--- config.mk ---
export PLATFORM = sky130hd
export DESIGN_NAME = rs_fifo_sched
export DESIGN_NICKNAME = d
export VERILOG_FILES = /design/src/rtl/rs_dec_pkg.sv /design/src/rtl/rs_fifo_sched.sv
export SDC_FILE = /design/constraint.sdc
export NUM_CORES = 1
export LEC_CHECK = 0
export BUFFER_PORTS_ARGS = -buffer_cell sky130_fd_sc_hd__buf_2
export CAP_MARGIN = 25
export CORE_UTILIZATION = 55
export CTS_CLUSTER_DIAMETER = 60
export DETAILED_ROUTE_END_ITERATION = 10
export PLACE_DENSITY_LB_ADDON = 0.15
export REMOVE_ABC_BUFFERS = 1
export SETUP_SLACK_MARGIN = 0.2
export SYNTH_ARGS = -nofsm -noshare
export SYNTH_HDL_FRONTEND = slang
export SYNTH_SLANG_ARGS = --single-unit
--- constraint.sdc ---
create_clock -name clk -period 3 [get_ports clk]
set_input_delay 0.15 -clock clk [delete_from_list [all_inputs] [get_ports clk]]
set_output_delay 0.15 -clock clk [all_outputs]
set_load 0.01 [all_outputs]
--- src/rtl/rs_dec_pkg.sv ---
// Shared RS decoder constants and scheduler state encoding.
// Combinational only; no flow control.
package rs_dec_pkg;

    localparam int CW_WORDS = 24;
    localparam int MAX_CW   = 2;

    typedef enum logic [1:0] {
        IDLE = 2'd0,
        POP  = 2'd1,
        GAP  = 2'd2
    } sched_state_t;

endpackage

--- src/rtl/rs_fifo_sched.sv ---
// RS codeword buffer scheduler: admits whole codewords, tracks decode status, pops decoded bursts.
// push is combinational, pop is registered (burst 1 cycle after decision); overflow drops whole codewords.
module rs_fifo_sched
    import rs_dec_pkg::*;
#(
    parameter int CW_WORDS = rs_dec_pkg::CW_WORDS,
    parameter int MAX_CW   = rs_dec_pkg::MAX_CW
) (
    input  logic       clk,
    input  logic       rstn,
    input  logic       in_vld,
    input  logic       in_last,
    input  logic       dec_done,
    input  logic       out_rdy,
    output logic       push_data_ena,
    output logic       pop_data_ena,
    output logic [1:0] cw_pending,
    output logic [1:0] cw_decoded,
    output logic       ovf,
    output logic       len_err,
    output logic       busy
);

    sched_state_t state_q, state_d;
    logic [4:0]   pop_cnt, pop_cnt_d;
    logic         pop_ena_d;
    logic         pop_fin;
    logic         start_ok;

    logic [4:0]   rx_cnt;
    logic         accept;
    logic         in_cw;
    logic         in_cw_d;
    logic         pend_inc;
    logic         dec_ok;
    logic [2:0]   pend_nxt;
    logic [2:0]   dec_nxt;

    assign push_data_ena = in_vld & accept;
    assign pend_inc      = push_data_ena & in_last;
    assign dec_ok        = dec_done & (cw_decoded < cw_pending);
    assign start_ok      = (cw_decoded != 2'd0) & out_rdy;
    assign busy          = (state_q != IDLE);

    assign pend_nxt = {1'b0, cw_pending} + {2'b00, pend_inc} - {2'b00, pop_fin};
    assign dec_nxt  = {1'b0, cw_decoded} + {2'b00, dec_ok}   - {2'b00, pop_fin};
    assign in_cw_d  = in_vld ? ~in_last : in_cw;

    // GAP re-evaluates the start condition itself so back-to-back bursts sit one low cycle apart.
    always_comb begin
        state_d   = state_q;
        pop_ena_d = 1'b0;
        pop_cnt_d = pop_cnt;
        pop_fin   = 1'b0;
        case (state_q)
            IDLE: begin
                if (start_ok) begin
                    state_d   = POP;
                    pop_ena_d = 1'b1;
                    pop_cnt_d = 5'd0;
                end
            end
            POP: begin
                if (pop_cnt == 5'(CW_WORDS - 1)) begin
                    pop_fin   = 1'b1;
                    state_d   = GAP;
                    pop_cnt_d = 5'd0;
                end else begin
                    pop_ena_d = 1'b1;
                    pop_cnt_d = pop_cnt + 5'd1;
                end
            end
            GAP: begin
                if (start_ok) begin
                    state_d   = POP;
                    pop_ena_d = 1'b1;
                    pop_cnt_d = 5'd0;
                end else begin
                    state_d = IDLE;
                end
            end
            default: state_d = IDLE;
        endcase
    end

    always_ff @(posedge clk or negedge rstn) begin
        if (!rstn) begin
            state_q      <= IDLE;
            pop_cnt      <= 5'd0;
            pop_data_ena <= 1'b0;
        end else begin
            state_q      <= state_d;
            pop_cnt      <= pop_cnt_d;
            pop_data_ena <= pop_ena_d;
        end
    end

    // Admission is decided from the capacity seen just before a codeword's first word.
    always_ff @(posedge clk or negedge rstn) begin
        if (!rstn) begin
            rx_cnt     <= 5'd0;
            accept     <= 1'b0;
            in_cw      <= 1'b0;
            cw_pending <= 2'd0;
            cw_decoded <= 2'd0;
            ovf        <= 1'b0;
            len_err    <= 1'b0;
        end else begin
            in_cw      <= in_cw_d;
            cw_pending <= pend_nxt[1:0];
            cw_decoded <= dec_nxt[1:0];
            if (!in_cw_d) begin
                accept <= (pend_nxt < 3'(MAX_CW));
            end
            if (in_vld && !in_cw && !accept) begin
                ovf <= 1'b1;
            end
            if (push_data_ena && !in_last && rx_cnt != 5'h1f) begin
                rx_cnt <= rx_cnt + 5'd1;
            end
            if (pend_inc) begin
                rx_cnt <= 5'd0;
                if (rx_cnt != 5'(CW_WORDS)) begin
                    len_err <= 1'b1;
                end
            end
            if (dec_done && !dec_ok) begin
                len_err <= 1'b1;
            end
        end
    end

endmodule
After elaboration in Yosys (flattened, before gate mapping)
Index checks and enable logic that the tools add are counted.

storage, ports and cells
  word-level logic and storage cells = 69
  bits in registers = 21
  output and inout port bits = 9
  input bits = 6

operators by class
  add/subtract/negate cells = 6
  $lt $le $gt $ge = 2
  bitwise gates (word level) = 5
  eq/ne operators = 8
  muxes and demuxes = 18
  reduce and logical (&&, ||, !) cells = 20

operator list
  operator                                                number
  2-to-1 mux 5 bit                                        4
  nonzero test 2 bit                                      6
  adder 5 x 1 -> 5 bit (second input constant)            2
  inequality test 5 bit (second input constant)           2
  one-hot mux 5 bit (2 select lines)                      1
  2-to-1 mux 1 bit                                        9
  one-hot mux 2 bit (3 select lines)                      1
  AND reduction 2 bit                                     3
  equality test 5 bit (second input constant)             1
  logical AND 1 bit                                       5
  bitwise AND 1 bit                                       4
  zero test 1 bit                                         4
  2-to-1 mux 2 bit                                        2
  inequality test 2 bit (second input constant)           2
  adder 2 x 1 -> 3 bit                                    1
  < comparator 3 x 2 -> 1 bit (second input constant)     1
  subtractor 3 x 1 -> 3 bit                               1
  adder 2 x 1 -> 2 bit                                    1
  equality test 2 x 1 -> 1 bit (second input constant)    1
  equality test 2 bit (second input constant)             1
  zero test 2 bit                                         1
  < comparator 2 bit                                      1
  inequality test 2 x 1 -> 1 bit (second input constant)  1
  one-hot mux 1 bit (2 select lines)                      1
  3 further kinds                                         3

Logic depth before layout (Yosys ltp)
Gate-level depths: netlist of run 1.

  word-level depth = 6
  gate-level depth with buffers = 9
  depth with buffers taken out = 9

Worst setup path before layout of run 1
Ideal clock, no wire load.

  kind = reg2reg
  start = register pop_cnt[0]
  end = register accept
  period minus slack after synthesis = 2.023 ns
  data required time = 2.882 ns
  library setup time = 0.118 ns
  buffers on the path = 0
  stages on the path, launching flop included = 10
  arrival time = 1.904 ns
  setup slack = 0.977 ns
  cells stage by stage = dfrtp_1 ha_1 nand4b_4 nor2_8 xnor2_1 ha_1 fa_1 xnor2_1 nor3_1 a21o_1

on the way
  cells in the longest elaborated chain, start to end = 5

RTL lines
  element                      line                  text
  from (decl)                  rs_fifo_sched.sv:25   logic [4:0] pop_cnt, pop_cnt_d;
  from (signal assigned)       rs_fifo_sched.sv:93   pop_cnt <= pop_cnt_d;
  equality test 5 bit          rs_fifo_sched.sv:64   if (pop_cnt == 5'(CW_WORDS - 1)) begin
  2-to-1 mux 1 bit             rs_fifo_sched.sv:64
  2-to-1 mux 1 bit             rs_fifo_sched.sv:55   case (state_q)
  subtractor 3 x 1 -> 3 bit    rs_fifo_sched.sv:45   assign pend_nxt = {1'b0, cw_pending} + {2'b00, pend_inc} - {2'b00, pop_fin};
  < comparator 3 x 2 -> 1 bit  rs_fifo_sched.sv:113  accept <= (pend_nxt < 3'(MAX_CW));
  to (signal assigned)         rs_fifo_sched.sv:113
  to (decl)                    rs_fifo_sched.sv:31   logic accept;

Every way passes these cells.
A chain may end at the register's enable or synchronous reset.

Worst setup path after layout of run 1
  start = register pop_cnt[0]
  end = register accept

on the way
  cells in the longest elaborated chain, start to end = 5

RTL lines
  element                      line                  text
  equality test 5 bit          rs_fifo_sched.sv:64
  2-to-1 mux 1 bit             rs_fifo_sched.sv:64
  2-to-1 mux 1 bit             rs_fifo_sched.sv:55
  subtractor 3 x 1 -> 3 bit    rs_fifo_sched.sv:45
  net pend_nxt[1]              rs_fifo_sched.sv:36   logic [2:0] pend_nxt;
  < comparator 3 x 2 -> 1 bit  rs_fifo_sched.sv:113

The timed path passes the listed nets, and every way through them passes these cells.

==> out/qor.yml, run 1 <==
outcome:
  outcome: "complete, no violations"
worst_setup_path:
  path_class: "reg2reg"
  critPathArrivalTime_ns: 2.50
  worstSetupEndpointType: "flip-flop"
  critPathRequiredTime_ns: 3.25
  critPathSlowestCell: "fa_1"
  path_max_fanout: 5
  critPathMostFrequentCell: "ha_1"
  crit_path_max_incr_delay_ns: 0.45
  startpoint_type: "flip-flop"
  cp_cell_sequence: "ha_1, nand4b_4, nor2_8, xnor2_1, ha_1, fa_1, nor3_1, a21o_1"
grt:
  grt_pass1_vias: 775
  grtUsageTotal_pct: 22.42
  antenna_found_initial: 0
  grt_max_degree: 22
  grt_pass1_wl_um: 3381
  globalRoute.totalOverflow: 0
logic_synthesis:
  synth_warnings: 0
  ys_types: 29
  ys_ff_latch: 21
  syn_inst: 101
  ys_seq_area_share_pct: 48.05
  syn_area_sq_mm: 0.001094
  syn_area_per_cell_sq_um: 10.83
flow_run:
  cap_violations: 0
route:
  routed_via_density: 5.490
  postRouteAntennaNets: 0
  wl_per_cell_um: 14.17
  vias: 796
  firstDrtPassIters: 4
  met1_length_um: 912
  top_layer: "met4"
  drc: 0
  wl_met2_um: 1061
  drt-initial-drc-count: 11
  wirelength_um: 2054
  wl_met3_um: 44
power_and_ir_drop:
  vdd.ir_drop.worst_v: 0.0005661
  leakagePower_nw: 0.5960
  p_per_area_mw_per_mm2: 906.6
  finalPower_mw: 1.116
floorplan:
  die_h_um: 46.59
  fp.dieW_um: 46.59
  die-area_sq_mm: 0.002171
  fp.coreArea_sq_mm: 0.001802
  rows: 15
  io_pins: 15
  initial_core_util_pct: 60.69
sta:
  rsz0062_at_grt: "false"
  min_period_ns: 2.241
  clock_skew_ns: 0.001661
  finalCritPeriodShare_pct: 74.70
  setup_viol: 0
  drv_slew: 0
  setup_ws_ns: 0.7590
  finalSetupTns_ns: 0
  hold_viol: 0
  tightest_slew_ns: 0.4627
  max_freq_mhz: 446.2
  max_slew_margin_pct: 69.15
placement:
  dp_slack_ns: 0.7722
  dp_hpwl_um: 1588
  port_buffers: 14
  numPlacedInstances: 140
  place_congestion: 0.7976
clocking:
  htree_num_levels: 1
  cts_tree: "built"
  clock_latency_ns: 0.30
  cts_buffers: 3
  postCtsSetupRepairBufs: 0
  cts_resized: 0
  cts_root_buffer: "clkbuf_4"
  clkTransAtPathRegs_ns: 0.11
  clk_path_buf_depth: 2
  clock_sinks: 21
cells_and_area:
  antennaDiodeCount: 0
  syn2layout_area_growth_pct: 12.59
  drive_gt1_share_pct: 19.17
  finalNonFillerCells: 145
  final_net_count: 135
min_path:
  hold_path_class: "in2reg"
[cell usage in the layout, fill, tap and decap left out, drive strengths merged, types with 2 or more instances in the layout]
cell / netlist / layout
nor3: 3 / 3
clkbuf: 0 / 4
o21ai: 7 / 7
nand2: 13 / 13
a32o: 3 / 3
or2: 2 / 2
a22oi: 2 / 2
a31oi: 2 / 2
a21oi: 5 / 5
a21o: 2 / 2
buf: 0 / 14
xnor2: 7 / 7
o22ai: 2 / 2
ha: 7 / 7
nand4b: 3 / 3
inv: 8 / 8
nor2: 4 / 4
dfrtp: 21 / 21
[synthesized netlist by cell type]
master	count	share of area, %
dfrtp_1	21	48
inv_1	8	2.7
nor2_1	3	1.0
nor2b_1	1	0.57
o21ai_0	7	3.2
nor3_1	3	1.4
nand4b_4	1	2.2
nand2_1	13	4.5
a32o_1	3	2.7
a31oi_1	1	0.57
a21o_1	2	1.4
and3_1	1	0.57
xnor2_1	7	5.6
a31oi_2	1	1.1
fa_1	1	1.8
a21oi_1	5	2.3
o31ai_1	1	0.69
ha_1	7	8.0
a22oi_1	2	1.4
mux2i_1	1	0.92
nand2b_1	1	0.57
o41ai_1	1	0.80
nor2_8	1	1.8
o22ai_1	2	1.1
nand4b_1	2	1.6
a21boi_2	1	1.0
or2_2	2	1.1
nand3_1	1	0.46
or2b_1	1	0.69
[state kept, by name (all words and copies together), names as in the netlist, 2 cells and up]
register and cells:
state_q 2, pop_cnt 5, cw_pending 2, cw_decoded 2, rx_cnt 5
[final cells by class]
type                    instances  area, sq um
fillers                       145        570.5
well taps                      25        31.28
inverters                       8        30.03
multi-input cells              72        538.0
repair buffers                 15        80.08
clock buffers                   4        26.28
flip-flops and latches         21        525.5
[worst max-delay path, delay by kind of cell, from the launching register on]
kind                     cells  cell delay [ns]
adder cells (fa/ha/maj)      3             0.93
AND/OR/NAND/NOR              3             0.61
flip-flops                   1             0.41
AO/OA/AOI/OAI                1             0.10
XOR/XNOR                     1             0.15
[report_power, final]
| group | internal, mW | switching (mW) |
|---|---|---|
| Combinational | 0.224 | 0.258 |
| Clock | 0.0519 | 0.0835 |
| Sequential | 0.388 | 0.110 |
| Total | 0.664 | 0.452 |
[metal layers]
| metal | vias to the layer above | global-route usage (%) |
|---|---|---|
| li1 | 399 | - |
| met1 | 381 | 30.10 |
| met2 | 11 | 35.83 |
| met3 | 5 | 2.353 |
| met4 | 0 | 10.59 |
| met5 | - | 0 |
[cells by family after synthesis]
kind of cell	count (synthesis)	share of synthesized area, %
AND/OR/NAND/NOR	30	16.48
AO/OA/AOI/OAI	26	16.36
flip-flops	21	48.05
buffers and inverters	8	2.746
adder cells (fa/ha/maj)	8	9.840
XOR/XNOR	7	5.607
multiplexers	1	0.9154
[metrics by stage]
stage	hold WS, ns	area (sq um)	util [%]
floorplan	-0.1456	1094	-
global placement	0.1306	1195	66.32
detailed placement	0.1285	1195	66.32
CTS	0.08764	1231	68.33
global route	0.1004	1231	68.33
finish	0.09349	1231	68.33
[path summary, 6_finish.rpt]
path / depth (start not counted) / slack, ns / end / startpoint
max in group asynchronous: 2 / 2.36 / cw_decoded[0] / rstn
min: 2 / 0.09 / ovf / in_vld
min reg2reg: 1 / 0.47 / ovf / ovf
max reg2reg: 8 / 0.76 / accept / pop_cnt[0]
max: 8 / 0.76 / accept / pop_cnt[0]
min in group asynchronous: 2 / 0.32 / rx_cnt[2] / rstn
[what timing repair did]
item / 4_1_cts / 5_1_grt
hold buffers: 1 / 0
endpoints found under the hold margin: 21 / 0
setup endpoints to repair: 0 / 0
Power figures use the tool's default switching activity.
==> run 2: changes to the inputs <==
--- a/config.mk
+++ b/config.mk
@@ -5,9 +5,10 @@
 export SDC_FILE = /design/constraint.sdc
 export NUM_CORES = 1
 export LEC_CHECK = 0
+export ABC_AREA = 1
 export BUFFER_PORTS_ARGS = -buffer_cell sky130_fd_sc_hd__buf_2
 export CAP_MARGIN = 25
-export CORE_UTILIZATION = 55
+export CORE_UTILIZATION = 50
 export CTS_CLUSTER_DIAMETER = 60
 export DETAILED_ROUTE_END_ITERATION = 10
 export PLACE_DENSITY_LB_ADDON = 0.15
==> constraint.sdc (replaced) <==
create_clock -name clk -period 1.9 [get_ports clk]
set_input_delay 0.095 -clock clk [delete_from_list [all_inputs] [get_ports clk]]
set_output_delay 0.095 -clock clk [all_outputs]
set_load 0.01 [all_outputs]
==> run 2 against run 1 <==
Effect of this change:
- the run now ends with setup timing left
- register-to-register slack lost 0.89 ns
- via count rose by 15%
- synthesized area increased by 2.7%
- sequential power increased by 55%
- highest routed layer unchanged
- design area grew 15%
- die area increased by 12%
- critical endpoint unchanged
- core utilization rose by 0.97 points
- setup slack got worse by 0.89 ns
- power up 78%
- fmax increased by 10%
- clock-buffer cell count unchanged
- combinational power rose by 110%
==> out/qor.yml, run 2 <==
outcome:
  outcome: "finished with violations"
  failed_checks: "setup timing"
clocking:
  cts_tree: "built"
  cts_buffers: 3  # unchanged
  clk_path_buf_depth: 2  # unchanged
  htree_num_levels: 1  # unchanged
  clock_latency_ns: 0.30  # about the same
  clkTransAtPathRegs_ns: 0.12  # about the same
  cts_root_buffer: "clkbuf_4"
  clock_sinks: 21  # unchanged
sta:
  tightest_slew_ns: 0.4782  # +0.01553 ns
  fin_hold_ws_ns: 0.02273  # -0.07076 ns
  drv_slew: 0  # unchanged
  setup_ws_ns: -0.1348  # -0.8938 ns
  setup_viol: 3  # +3
  max_slew_margin_pct: 68.12  # -1.0 points
  rsz0062_at_grt: "true"
  min_period_ns: 2.035  # -0.2062 ns
  max_freq_mhz: 491.5  # +10%
  clock_skew_ns: 0.001909  # +0.0002480 ns
  finalCritPeriodShare_pct: 107.1  # +32 points
  hold_viol: 0  # unchanged
worst_setup_path:
  rr_endpoint: "accept"
  path_max_fanout: 4  # -1
  startpoint_type: "flip-flop"
  r2r_cells: 11  # +3
  r2r_slack_ns: -0.13  # -0.89 ns
  critPathArrivalTime_ns: 2.27  # -0.23 ns
  critPathRequiredTime_ns: 2.14  # -1.11 ns
  r2r-start: "pop_cnt[0]"
  worstSetupEndpointType: "flip-flop"
  path_class: "reg2reg"
cells_and_area:
  layout.cells.most_common: "nand2_1"
  final_net_count: 179  # +33%
  drive_gt1_share_pct: 28.05  # +8.9 points
  finalNonFillerCells: 191  # +32%
  fin_util_pct: 69.30  # +0.97 points
  top_regs: "pop_cnt x5, rx_cnt x5"
  final_cell_mix: "nand2_1 (33), inv_1 (21), dfrtp_1 (21), buf_2 (14)"
  nFillCells: 177  # +22%
  antennaDiodeCount: 0  # unchanged
  fin_area_sq_mm: 0.001415  # +15%
  syn2layout_area_growth_pct: 25.95
grt:
  grt_max_degree: 22  # unchanged
  grt_pass1_vias: 915  # +18%
  grtUsageMet2_pct: 36.53  # +0.70 points
  busiest_layer: "met2"
  antenna_found_initial: 0  # unchanged
  met3_usage_pct: 2.804  # +0.45 points
  met1_usage_pct: 26.57  # -3.5 points
  grtUsageTotal_pct: 21.34  # -1.1 points
  globalRoute.totalOverflow: 0  # unchanged
  grt_pass1_wl_um: 3870  # +14%
floorplan:
  fp.dieW_um: 49.41  # +6.0%
  die-area_sq_mm: 0.002441  # +12%
  die_h_um: 49.41  # +6.0%
  rows: 16  # +1
  fp.coreArea_sq_mm: 0.002042  # +13%
  io_pins: 15  # unchanged
  initial_core_util_pct: 55.02  # -5.7 points
logic_synthesis:
  synth_commonest_cells: "nand2_1 (34), dfrtp_1 (21), inv_1 (21)"
  ys_types: 19  # -34%
  synth-edff-count: 0  # unchanged
  synth_warnings: 0  # unchanged
  yosys.area.top_type: "dfrtp_1"
  syn_inst: 132  # +31%
  ys_seq_area_share_pct: 46.77  # -1.3 points
  async_reset_ff_share_pct: 100.0  # unchanged
  ys.flop_type: "dfrtp_1"
  synthDominantCellAreaShare_pct: 46.77  # -1.3 points
  synth_top_cells_by_area: "dfrtp_1 (47%), nand2_1 (11%), ha_1 (7.8%)"
  syn_area_per_cell_sq_um: 8.512  # -21%
  yosysMostFrequentCell: "nand2_1"
  syn_area_sq_mm: 0.001124  # +2.7%
  ys_ff_latch: 21  # unchanged
route:
  drc: 0  # unchanged
  firstDrtPassIters: 4  # unchanged
  wl_per_cell_um: 11.73  # -17%
  drt-initial-drc-count: 11  # unchanged
  routed_via_density: 4.796  # -13%
  vias: 916  # +15%
  wirelength_um: 2240  # +9.1%
  postRouteAntennaNets: 0  # unchanged
min_path:
  hold_path_class: "in2reg"
  hold_path_end: "len_err"
  hold_path.startpoint: "dec_done"
  holdPathStages: 3  # +1
power_and_ir_drop:
  vdd.ir_drop.worst_v: 0.0009183  # +62%
  p_per_area_mw_per_mm2: 1406  # +55%
  leakagePower_nw: 0.7258  # +22%
  finalPower_mw: 1.989  # +78%
placement:
  dp_hpwl_um: 1593  # +0.30%
  place_area_sq_mm: 0.001295  # +8.4%
  place_congestion: 0.7691  # -3.6%
  numPlacedInstances: 182  # +30%
  port_buffers: 14  # unchanged
flow_run:
  cap_violations: 0  # unchanged
-- run 2: cell count changes in the layout (fill, tap and decap cells not counted), moves of 3 or more --
cell	delta
ha_1	-3
buf_4	+11
nor2_1	+4
inv_1	+13
nor3_1	-3
nand2_2	+3
xnor2_1	-7
nand3_1	+10
nand2_1	+20
a32o_1	-3
-- run 2: cell type report --
class | instances | area, sq um | area share [%]
inverters | 24 | 92.59 | 6.543
repair buffers | 28 | 185.2 | 13.09
well taps | 27 | 33.78 | 2.387
flip-flops and latches | 21 | 525.5 | 37.14
multi-input cells | 87 | 551.8 | 38.99
clock buffers | 4 | 26.28 | 1.857
-- run 2: timing repair --
item,4_1_cts,5_1_grt
setup endpoints to repair,3,4
cloned,0,0
endpoints found under the hold margin,21,0
resized for setup,10,3
hold buffers,1,0
pin swaps,7,7
buffers inserted,2,2
-- run 2: cell families after synthesis --
| kind of cell | synth area share, % |
|---|---|
| AOI/OAI and AO/OA | 7.795 |
| adders and majority gates | 9.577 |
| buffers and inverters | 8.242 |
| and+or+nand+nor | 26.06 |
| xor gates and xnor gates | 1.559 |
| DFF | 46.77 |
-- run 2: critical path: stages (launching register included) --
cell     delay [ns]
dfrtp_1        0.43
ha_4           0.20
nand3_2        0.08
nor2_1         0.10
nand2_1        0.08
nand2_1        0.06
nand2_1        0.06
ha_2           0.17
fa_1           0.48
a21oi_2        0.13
o21ai_1        0.07
o21ai_1        0.12
-- run 2: worst max path at each step --
stage	from	end	slack [ns]	depth (start not counted)
2_1_floorplan	pop_cnt[0]	accept	-0.06	10
3_3_place_gp	pop_cnt[0]	accept	-0.09	11
3_5_place_dp	pop_cnt[1]	accept	-0.19	11
4_1_cts	pop_cnt[1]	accept	-0.14	11
5_1_grt	pop_cnt[0]	accept	-0.21	11
6_report	pop_cnt[0]	accept	-0.13	11
-- run 2: stage by stage --
step | TNS (ns) | worst slack (ns)
final | -0.2036 | -0.1348
after global routing | -0.4357 | -0.2067
after CTS | -0.1842 | -0.1444
after detailed placement | -0.1939 | -0.1939
after global placement | -0.09291 | -0.09291
after floorplan | -0.06360 | -0.06360
-- run 2: report_power, final --
| group | switching, mW | leakage [nW] | internal, mW |
|---|---|---|---|
| Combinational | 0.550 | 0.459 | 0.445 |
| Clock | 0.138 | 0.0150 | 0.0819 |
| Sequential | 0.161 | 0.251 | 0.613 |
-- run 2: metal layers --
metal	routed length (um)	vias to the layer above
met5	0	-
met4	23	0
met3	38	2
met2	1160	8
met1	1018	429
li1	-	477
